[config.mk]
export PLATFORM = sky130hd
export DESIGN_NAME = grab_trigger_ctrl
export DESIGN_NICKNAME = d
export VERILOG_FILES = /design/src/rtl/grab_trigger_ctrl.sv
export SDC_FILE = /design/constraint.sdc
export NUM_CORES = 1
export LEC_CHECK = 0
export BUFFER_PORTS_ARGS = -buffer_cell sky130_fd_sc_hd__buf_4
export CAP_MARGIN = 20
export CORE_ASPECT_RATIO = 2
export CORE_MARGIN = 10
export CORE_UTILIZATION = 45
export CTS_BUF_LIST = sky130_fd_sc_hd__clkbuf_4 sky130_fd_sc_hd__clkbuf_8 sky130_fd_sc_hd__clkbuf_16
export CTS_CLUSTER_SIZE = 10
export DETAILED_ROUTE_END_ITERATION = 16
export HOLD_SLACK_MARGIN = 0.15
export PLACE_DENSITY = 0.66
export SYNTH_ARGS = -nofsm -noshare
export SYNTH_HDL_FRONTEND = slang
export SYNTH_SLANG_ARGS = --single-unit
[constraint.sdc]
create_clock -name sys_clk -period 3.58 [get_ports sys_clk]
set_input_delay 0.716 -clock sys_clk [delete_from_list [all_inputs] [get_ports sys_clk]]
set_output_delay 0.716 -clock sys_clk [all_outputs]
set_load 0.05 [all_outputs]
[src/rtl/grab_trigger_ctrl.sv]
// Grab/trigger sequencer for the XGS sensor datapath: arm, qualify trigger, delay, fire, wait ready.
// Optional HW trigger glitch filter enabled by defining GRAB_HW_TRIG_FILTER_EN.
module grab_trigger_ctrl #(
   parameter int DLY_W    = 16,
   parameter int CNT_W    = 16,
   parameter int FILT_LEN = 4
) (
   input  logic             sys_clk,
   input  logic             sys_reset_n,
   input  logic             grab_cmd,
   input  logic             grab_stop,
   input  logic [2:0]       grab_src,
   input  logic [2:0]       grab_act,
   input  logic             hw_trig_in,
   input  logic             sw_trig,
   input  logic             sfnc_trig,
   input  logic [DLY_W-1:0] trig_delay,
   input  logic             sensor_ready,
   output logic             frame_start,
   output logic             grab_active,
   output logic             cfg_err,
   output logic [CNT_W-1:0] frame_cnt,
   output logic [CNT_W-1:0] missed_cnt,
   output logic [2:0]       state_o
);

   typedef enum logic [2:0] {
      S_IDLE  = 3'd0,
      S_ARMED = 3'd1,
      S_DELAY = 3'd2,
      S_FIRE  = 3'd3,
      S_WAIT  = 3'd4
   } state_t;

   localparam logic [2:0] SRC_IMM  = 3'd1;
   localparam logic [2:0] SRC_HW   = 3'd2;
   localparam logic [2:0] SRC_SW   = 3'd3;
   localparam logic [2:0] SRC_SFNC = 3'd4;

   localparam logic [2:0] ACT_RISE = 3'd0;
   localparam logic [2:0] ACT_FALL = 3'd1;
   localparam logic [2:0] ACT_ANY  = 3'd2;
   localparam logic [2:0] ACT_HI   = 3'd3;
   localparam logic [2:0] ACT_LO   = 3'd4;

   state_t           state_q, state_d;
   logic [2:0]       src_q, act_q;
   logic [DLY_W-1:0] dly_q, dly_cnt;
   logic             stop_pend;
   logic             cfg_err_q;

   logic hw_s1, hw_s2, hw_q, hw_prev, hw_sig;
   logic sw_prev, sfnc_prev;

   always_ff @(posedge sys_clk or negedge sys_reset_n) begin
      if (!sys_reset_n) begin
         hw_s1 <= 1'b0;
         hw_s2 <= 1'b0;
      end else begin
         hw_s1 <= hw_trig_in;
         hw_s2 <= hw_s1;
      end
   end

`ifdef GRAB_HW_TRIG_FILTER_EN
   localparam int FC_W = (FILT_LEN > 1) ? $clog2(FILT_LEN) : 1;
   logic            hw_filt;
   logic [FC_W-1:0] filt_cnt;

   // Output follows the input only after FILT_LEN consecutive disagreeing samples.
   always_ff @(posedge sys_clk or negedge sys_reset_n) begin
      if (!sys_reset_n) begin
         hw_filt  <= 1'b0;
         filt_cnt <= '0;
      end else if (hw_s2 == hw_filt) begin
         filt_cnt <= '0;
      end else if (filt_cnt == FC_W'(FILT_LEN - 1)) begin
         hw_filt  <= hw_s2;
         filt_cnt <= '0;
      end else begin
         filt_cnt <= filt_cnt + 1'b1;
      end
   end
   assign hw_sig = hw_filt;
`else
   assign hw_sig = hw_s2;
`endif

   // Edge/prev registers run in every state so busy-time edges can be counted as missed.
   always_ff @(posedge sys_clk or negedge sys_reset_n) begin
      if (!sys_reset_n) begin
         hw_q      <= 1'b0;
         hw_prev   <= 1'b0;
         sw_prev   <= 1'b0;
         sfnc_prev <= 1'b0;
      end else begin
         hw_q      <= hw_sig;
         hw_prev   <= hw_q;
         sw_prev   <= sw_trig;
         sfnc_prev <= sfnc_trig;
      end
   end

   logic cur_sig, prev_sig, qual_evt, trig_evt, missed_evt, cfg_valid, busy;

   always_comb begin
      cur_sig  = 1'b0;
      prev_sig = 1'b0;
      case (src_q)
         SRC_HW:   begin cur_sig = hw_q;      prev_sig = hw_prev;   end
         SRC_SW:   begin cur_sig = sw_trig;   prev_sig = sw_prev;   end
         SRC_SFNC: begin cur_sig = sfnc_trig; prev_sig = sfnc_prev; end
         default:  ;
      endcase
   end

   always_comb begin
      qual_evt = 1'b0;
      case (act_q)
         ACT_RISE: qual_evt = cur_sig & ~prev_sig;
         ACT_FALL: qual_evt = ~cur_sig & prev_sig;
         ACT_ANY:  qual_evt = cur_sig ^ prev_sig;
         ACT_HI:   qual_evt = cur_sig;
         ACT_LO:   qual_evt = ~cur_sig;
         default:  qual_evt = 1'b0;
      endcase
   end

   assign trig_evt   = (src_q == SRC_IMM) | qual_evt;
   assign missed_evt = (src_q != SRC_IMM) & (act_q <= ACT_ANY) & qual_evt;
   assign cfg_valid  = (grab_src >= SRC_IMM) & (grab_src <= SRC_SFNC) & (grab_act <= ACT_LO);
   assign busy       = (state_q == S_DELAY) | (state_q == S_FIRE) | (state_q == S_WAIT);

   always_ff @(posedge sys_clk or negedge sys_reset_n) begin
      if (!sys_reset_n) state_q <= S_IDLE;
      else              state_q <= state_d;
   end

   always_comb begin
      state_d = state_q;
      case (state_q)
         S_IDLE:  if (grab_cmd && cfg_valid) state_d = S_ARMED;
         S_ARMED: if (grab_stop)             state_d = S_IDLE;
                  else if (trig_evt)         state_d = S_DELAY;
         S_DELAY: if (grab_stop)             state_d = S_IDLE;
                  else if (dly_cnt == '0)    state_d = S_FIRE;
         S_FIRE:                             state_d = S_WAIT;
         S_WAIT:  if (sensor_ready)          state_d = (stop_pend | grab_stop) ? S_IDLE : S_ARMED;
         default:                            state_d = S_IDLE;
      endcase
   end

   always_ff @(posedge sys_clk or negedge sys_reset_n) begin
      if (!sys_reset_n) begin
         src_q      <= '0;
         act_q      <= '0;
         dly_q      <= '0;
         dly_cnt    <= '0;
         stop_pend  <= 1'b0;
         cfg_err_q  <= 1'b0;
         frame_cnt  <= '0;
         missed_cnt <= '0;
      end else begin
         cfg_err_q <= (state_q == S_IDLE) & grab_cmd & ~cfg_valid;
         if (state_q == S_IDLE && grab_cmd && cfg_valid) begin
            src_q <= grab_src;
            act_q <= grab_act;
            dly_q <= trig_delay;
         end
         if (state_q == S_ARMED && !grab_stop && trig_evt)
            dly_cnt <= dly_q;
         else if (state_q == S_DELAY && dly_cnt != '0)
            dly_cnt <= dly_cnt - 1'b1;
         // A stop during FIRE/WAIT_RDY lets the current frame finish first.
         if (state_q == S_IDLE)
            stop_pend <= 1'b0;
         else if ((state_q == S_FIRE || state_q == S_WAIT) && grab_stop)
            stop_pend <= 1'b1;
         if (state_q == S_FIRE)
            frame_cnt <= frame_cnt + 1'b1;
         if (busy && missed_evt && missed_cnt != '1)
            missed_cnt <= missed_cnt + 1'b1;
      end
   end

   always_comb begin
      frame_start = (state_q == S_FIRE);
      grab_active = (state_q != S_IDLE);
      cfg_err     = cfg_err_q;
      state_o     = state_q;
   end

endmodule
# After elaboration in Yosys (flattened, before gate mapping)
# Index checks and enable logic that the tools add are counted.
# totals
wordCells	90
in_bits	30
output_inout_bits	38
register_bits	81
# op_classes
mux	15
n_addsub	3
reduce_logical	19
n_bitwise	16
n_eq_ne	18
order_cmp	4
# ops
cell	count
adder 16 x 1 -> 16 bit, second input constant	2
2-to-1 mux 16 bit	2
equality test 3 x 2 -> 1 bit, second input constant	6
2-to-1 mux 3 bit	6
zero test 16 bit	1
inequality test 16 bit, second input constant	1
nonzero test 16 bit	1
subtractor 16 x 1 -> 16 bit, second input constant	1
one-hot mux 3 bit (5 select lines)	1
equality test 3 x 1 -> 1 bit, second input constant	3
equality test 3 bit, second input constant	3
logical AND 1 bit	9
bitwise AND 1 bit	8
<= comparator 3 bit, second input constant	2
zero test 3 bit	2
one-hot mux 1 bit (3 select lines)	2
one-hot mux 1 bit (5 select lines)	1
inequality test 2 bit, second input constant	2
OR 1 bit	4
AND reduction 4 bit	1
nonzero test 2 bit	2
greater-or-equal comparator 3 x 1 -> 1 bit, second input constant	1
<= comparator 3 x 2 -> 1 bit, second input constant	1
2-to-1 mux 1 bit	3
8 further kinds	10

# Longest topological paths before layout
# logic_depth
word_depth	9
depth_mapped	12
depth_no_buf	11

# Worst setup path after synthesis
# No wires, ideal clock.
# synth_path
path_type	input-to-reg
from	in sw_trig
to	reg dly_cnt[9]
required_ns	3.462
n_path_buf	1
cell_stages	11
t_arrival_ns	2.479
setup_ns	0.118
setup_slack_ns	0.983
cell_sequence	nand4b_1 > nand3_1 > inv_1 > ha_1 > mux2_2 > o211ai_1 > o211ai_2 > o21a_1 > buf_4 > a22o_1 > a21o_1
# synth_between
elab_chain_len	7
word_cells_on_any_way	10
classes_between	mux (3); bitwise (5); reduce/logical (2)
# synth_rtl
element	line	rtl
start: declaration	15	input logic sw_trig,
one-hot mux 1 bit (3 select lines) *	109	case (src_q)
inverter 1 bit	121, 124	
bitwise AND 1 bit	121	ACT_FALL: qual_evt = ~cur_sig & prev_sig;
one-hot mux 1 bit (5 select lines) *	119	case (act_q)
OR 1 bit *	129	assign trig_evt = (src_q == SRC_IMM) | qual_evt;
logical AND 1 bit *	170	if (state_q == S_ARMED && !grab_stop && trig_evt)
2-to-1 mux 16 bit / nonzero test 2 bit (equally long branches)	-	
end signal: assignment	171	dly_cnt <= dly_q;
end signal: assignment	173	dly_cnt <= dly_cnt - 1'b1;
end: declaration	48	logic [DLY_W-1:0] dly_q, dly_cnt;
# Mark *: on every way between the ends. The rest lies on a longest branch, timed or not.
# A chain may end at the register's enable or synchronous reset.

# Worst setup path in the final report
# layout_path
from	reg src_q[1]
to	reg dly_cnt[14]
# layout_between
elab_chain_len	8
word_cells_on_any_way	16
classes_between	eq/ne (4); mux (4); bitwise (6); reduce/logical (2)
# layout_rtl
element	line	rtl
start: declaration	47	logic [2:0] src_q, act_q;
start signal: assignment	166	src_q <= grab_src;
equality test 3 bit / equality test 3 x 2 -> 1 bit (equally long branches)	109	
one-hot mux 1 bit (3 select lines)	109	
inverter 1 bit, on equally long branches	121, 124, 120	
bitwise AND 1 bit, on equally long branches	121, 120	
one-hot mux 1 bit (5 select lines)	119	
OR 1 bit *	129	
logical AND 1 bit *	170	
2-to-1 mux 16 bit / nonzero test 2 bit (equally long branches)	-	
# Marked as above.

==> flow_metrics.env <==
export IMPL_outcome="complete, no violations"
export IMPL_grt_antenna_before_repair=0
export IMPL_fin_crit_sh_pct=79.7
export IMPL_vias=3013
export IMPL_place_area_mm2=0.00448
export IMPL_first_pass_iters=4
export IMPL_worst_clock_skew_ns=0.00429
export IMPL_cp_slowest_cell="o21a_1"
export IMPL_fill_cells=751
export IMPL_fmax_mhz=350
export IMPL_synthTopCellsByCount="dfrtp_1 (81), mux2_2 (25), nand2_1 (25), nand3_1 (25), xnor2_1 (24)"
export IMPL_numPortBuffers=67
export IMPL_yosys_area_top_type="dfrtp_1"
export IMPL_cts_tree="built"
export IMPL_clk_pin_slew_worst_paths_ns=0.06
export IMPL_hold_class="in2async"
export IMPL_async_reset_ff_share_pct=100
export IMPL_ys_ff_latch=81
export IMPL_syn_avg_cell_area_um2=11.0
export IMPL_yosysUniqueCellTypes=56
export IMPL_arrival_ns=3.07
export IMPL_max_slew_margin_pct=47.2
export IMPL_crit_buf_inv=0
export IMPL_clk_path_buf_depth=2
export IMPL_postCtsSetupRepairBufs=0
export IMPL_clock_latency_ns=0.33
export IMPL_crit_chain="nand3b_1, a21oi_1, a31oi_1, ha_1, o21ai_0, o211ai_1, o211ai_2, o21a_1, nor2_1, a221o_1"
export IMPL_ys_seq_area_share_pct=51.9
export IMPL_max_cap_viol_count=0
export IMPL_crit_type="reg2reg"
export IMPL_holdWs_ns=0.204
export IMPL_dr_first_iter_drc_count=151
export IMPL_hold_violations=0
export IMPL_r2r_slack_ns=0.73
export IMPL_htreeDepth=3
export IMPL_cp_max_fo=23
export IMPL_cts_hold_buf=0
export IMPL_die_h_um=152
export IMPL_crit_path_start_kind="flip-flop"
export IMPL_grt_pass1_wl_um=14900
export IMPL_synth_most_common_cell="dfrtp_1"
export IMPL_die_area_mm2=0.0130
export IMPL_setup_tns_ns=0
export IMPL_wl_per_cell_um=17.4
export IMPL_drive_gt1_share_pct=28.3
export IMPL_ant_nets=0
export IMPL_rows=48
export IMPL_tightestPinTransition_ns=0.792
export IMPL_cts_root_buffer="clkbuf_16"
export IMPL_nets=461
export IMPL_cts_buffers=9
export IMPL_drv_slew=0
export IMPL_yosysTopAreaCellShare_pct=51.9
export IMPL_via_per_inst=5.67
export IMPL_power_density_mw_per_mm2=717
export IMPL_clock_sinks=81
export IMPL_start_util_pct=45.8
export IMPL_ir_worst_vdd_mv=0.400
export IMPL_crit_required_ns=3.79
export IMPL_ys_flop_type="dfrtp_1"
export IMPL_wirelength_um=9260
export IMPL_synth_edf_count=0
export IMPL_place_gp_congestion=0.867
export IMPL_antenna_cells=0
export IMPL_dp_hpwl_um=6820
export IMPL_grt_pass1_vias=3121
export IMPL_yosys_top_cells_area="dfrtp_1 (52%), mux2_2 (7.2%), xnor2_1 (5.4%)"
export IMPL_synthCells=355
export IMPL_die_x_um=85.9
export IMPL_worst_path_largest_cell_delay_ns=0.67
export IMPL_drcViolationCount=0
export IMPL_synthToLayoutAreaGrowth_pct=23.2
export IMPL_leakage_nw=2.24
export IMPL_yosys_warnings=0
export IMPL_grt_use_total_pct=14.2
export IMPL_core_region_area_mm2=0.00853
export IMPL_grt_max_degree=82
export IMPL_final_area_mm2=0.00481
export IMPL_crit_family="compound AO/OA/AOI/OAI gates"
export IMPL_cts_resized=0
export IMPL_setup_viol_count_final=0
export IMPL_syn_num_nets=390
export IMPL_fin_crit_ns=2.85
export IMPL_grt_ovfl_total=0
export IMPL_cp_end_kind="flip-flop"
export IMPL_rsz0062_at_grt="false"
export IMPL_io_pins=68
export IMPL_syn_cell_area_mm2=0.00390
## per-layer routing
layer / global-route usage (%) / wire length (um) / up-vias
li1: - / - / 1426
met1: 14.4 / 3500 / 1491
met2: 25.8 / 5070 / 79
met3: 3.53 / 458 / 17
met4: 7.53 / 227 / 0
met5: 0 / 0 / -
## path summary, 6_finish.rpt
| path | from | endpoint | cells past startpoint |
|---|---|---|---|
| min in group sys_clk | hw_s1 | hw_s2 | 0 |
| setup / recovery | src_q[1] | dly_cnt[14] | 10 |
| hold / removal | sys_reset_n | frame_cnt[11] | 1 |
| hold reg to reg | hw_s1 | hw_s2 | 0 |
| max in group asynchronous | sys_reset_n | dly_q[9] | 2 |
| setup reg to reg | src_q[1] | dly_cnt[14] | 10 |
## power breakdown
group          leakage, nW  switching (mW)  internal, mW
logic                 1.04           0.615         0.482
clock network        0.154           0.336         0.580
registers             1.05           0.272          1.16
total                 2.24            1.22          2.22
## cells in the final DEF, fill, tap and decap left out, types with 11 or more instances in the layout
cell type / count
a21oi_1: 11
and3_1: 14
buf_4: 68
dfrtp_1: 81
inv_1: 12
mux2_2: 25
nand2_1: 25
nand3_1: 25
nor2_1: 20
o21ai_0: 13
xnor2_1: 24
## sequential cells by signal, indices dropped and copies added, names as in the netlist, 3 cells and up
name / count
dly_cnt: 16
missed_cnt: 16
frame_cnt: 16
act_q: 3
dly_q: 16
state_o: 3
src_q: 3
## final cells by class
cell class	instances	area [um2]	share of cell area [%]
clock buffer	13	262	5.44
tap	100	125	2.60
inverter	12	45.0	0.937
multi-input combinational	253	1770	36.8
sequential	81	2030	42.2
clock inverter	3	40.0	0.833
timing repair buffer	69	538	11.2
## kinds of logic (layout without fill, tap and decap cells)
logic type	count (synthesis)	count (layout)	share of synthesized area, %
xor gates and xnor gates	30	30	6.73
DFF	81	81	51.9
adders and majority gates	5	5	1.60
muxes	26	26	7.47
AOI/OAI and AO/OA	64	64	11.3
buffers and inverters	21	97	2.66
and+or+nand+nor	128	128	18.3
## per-stage QoR
step | setup slack [ns] | std cells | utilization [%] | total power, mW
after global routing | 0.403 | 531 | 56.4 | 3.65
after detailed placement | 0.432 | 514 | 52.5 | 2.54
after CTS | 0.737 | 530 | 56.1 | 3.48
after floorplan | 0.983 | 355 | - | 2.22
after global placement | 0.546 | 514 | 52.5 | 2.50
final | 0.727 | 531 | 56.4 | 3.45
(Power assumes the default switching activity.)
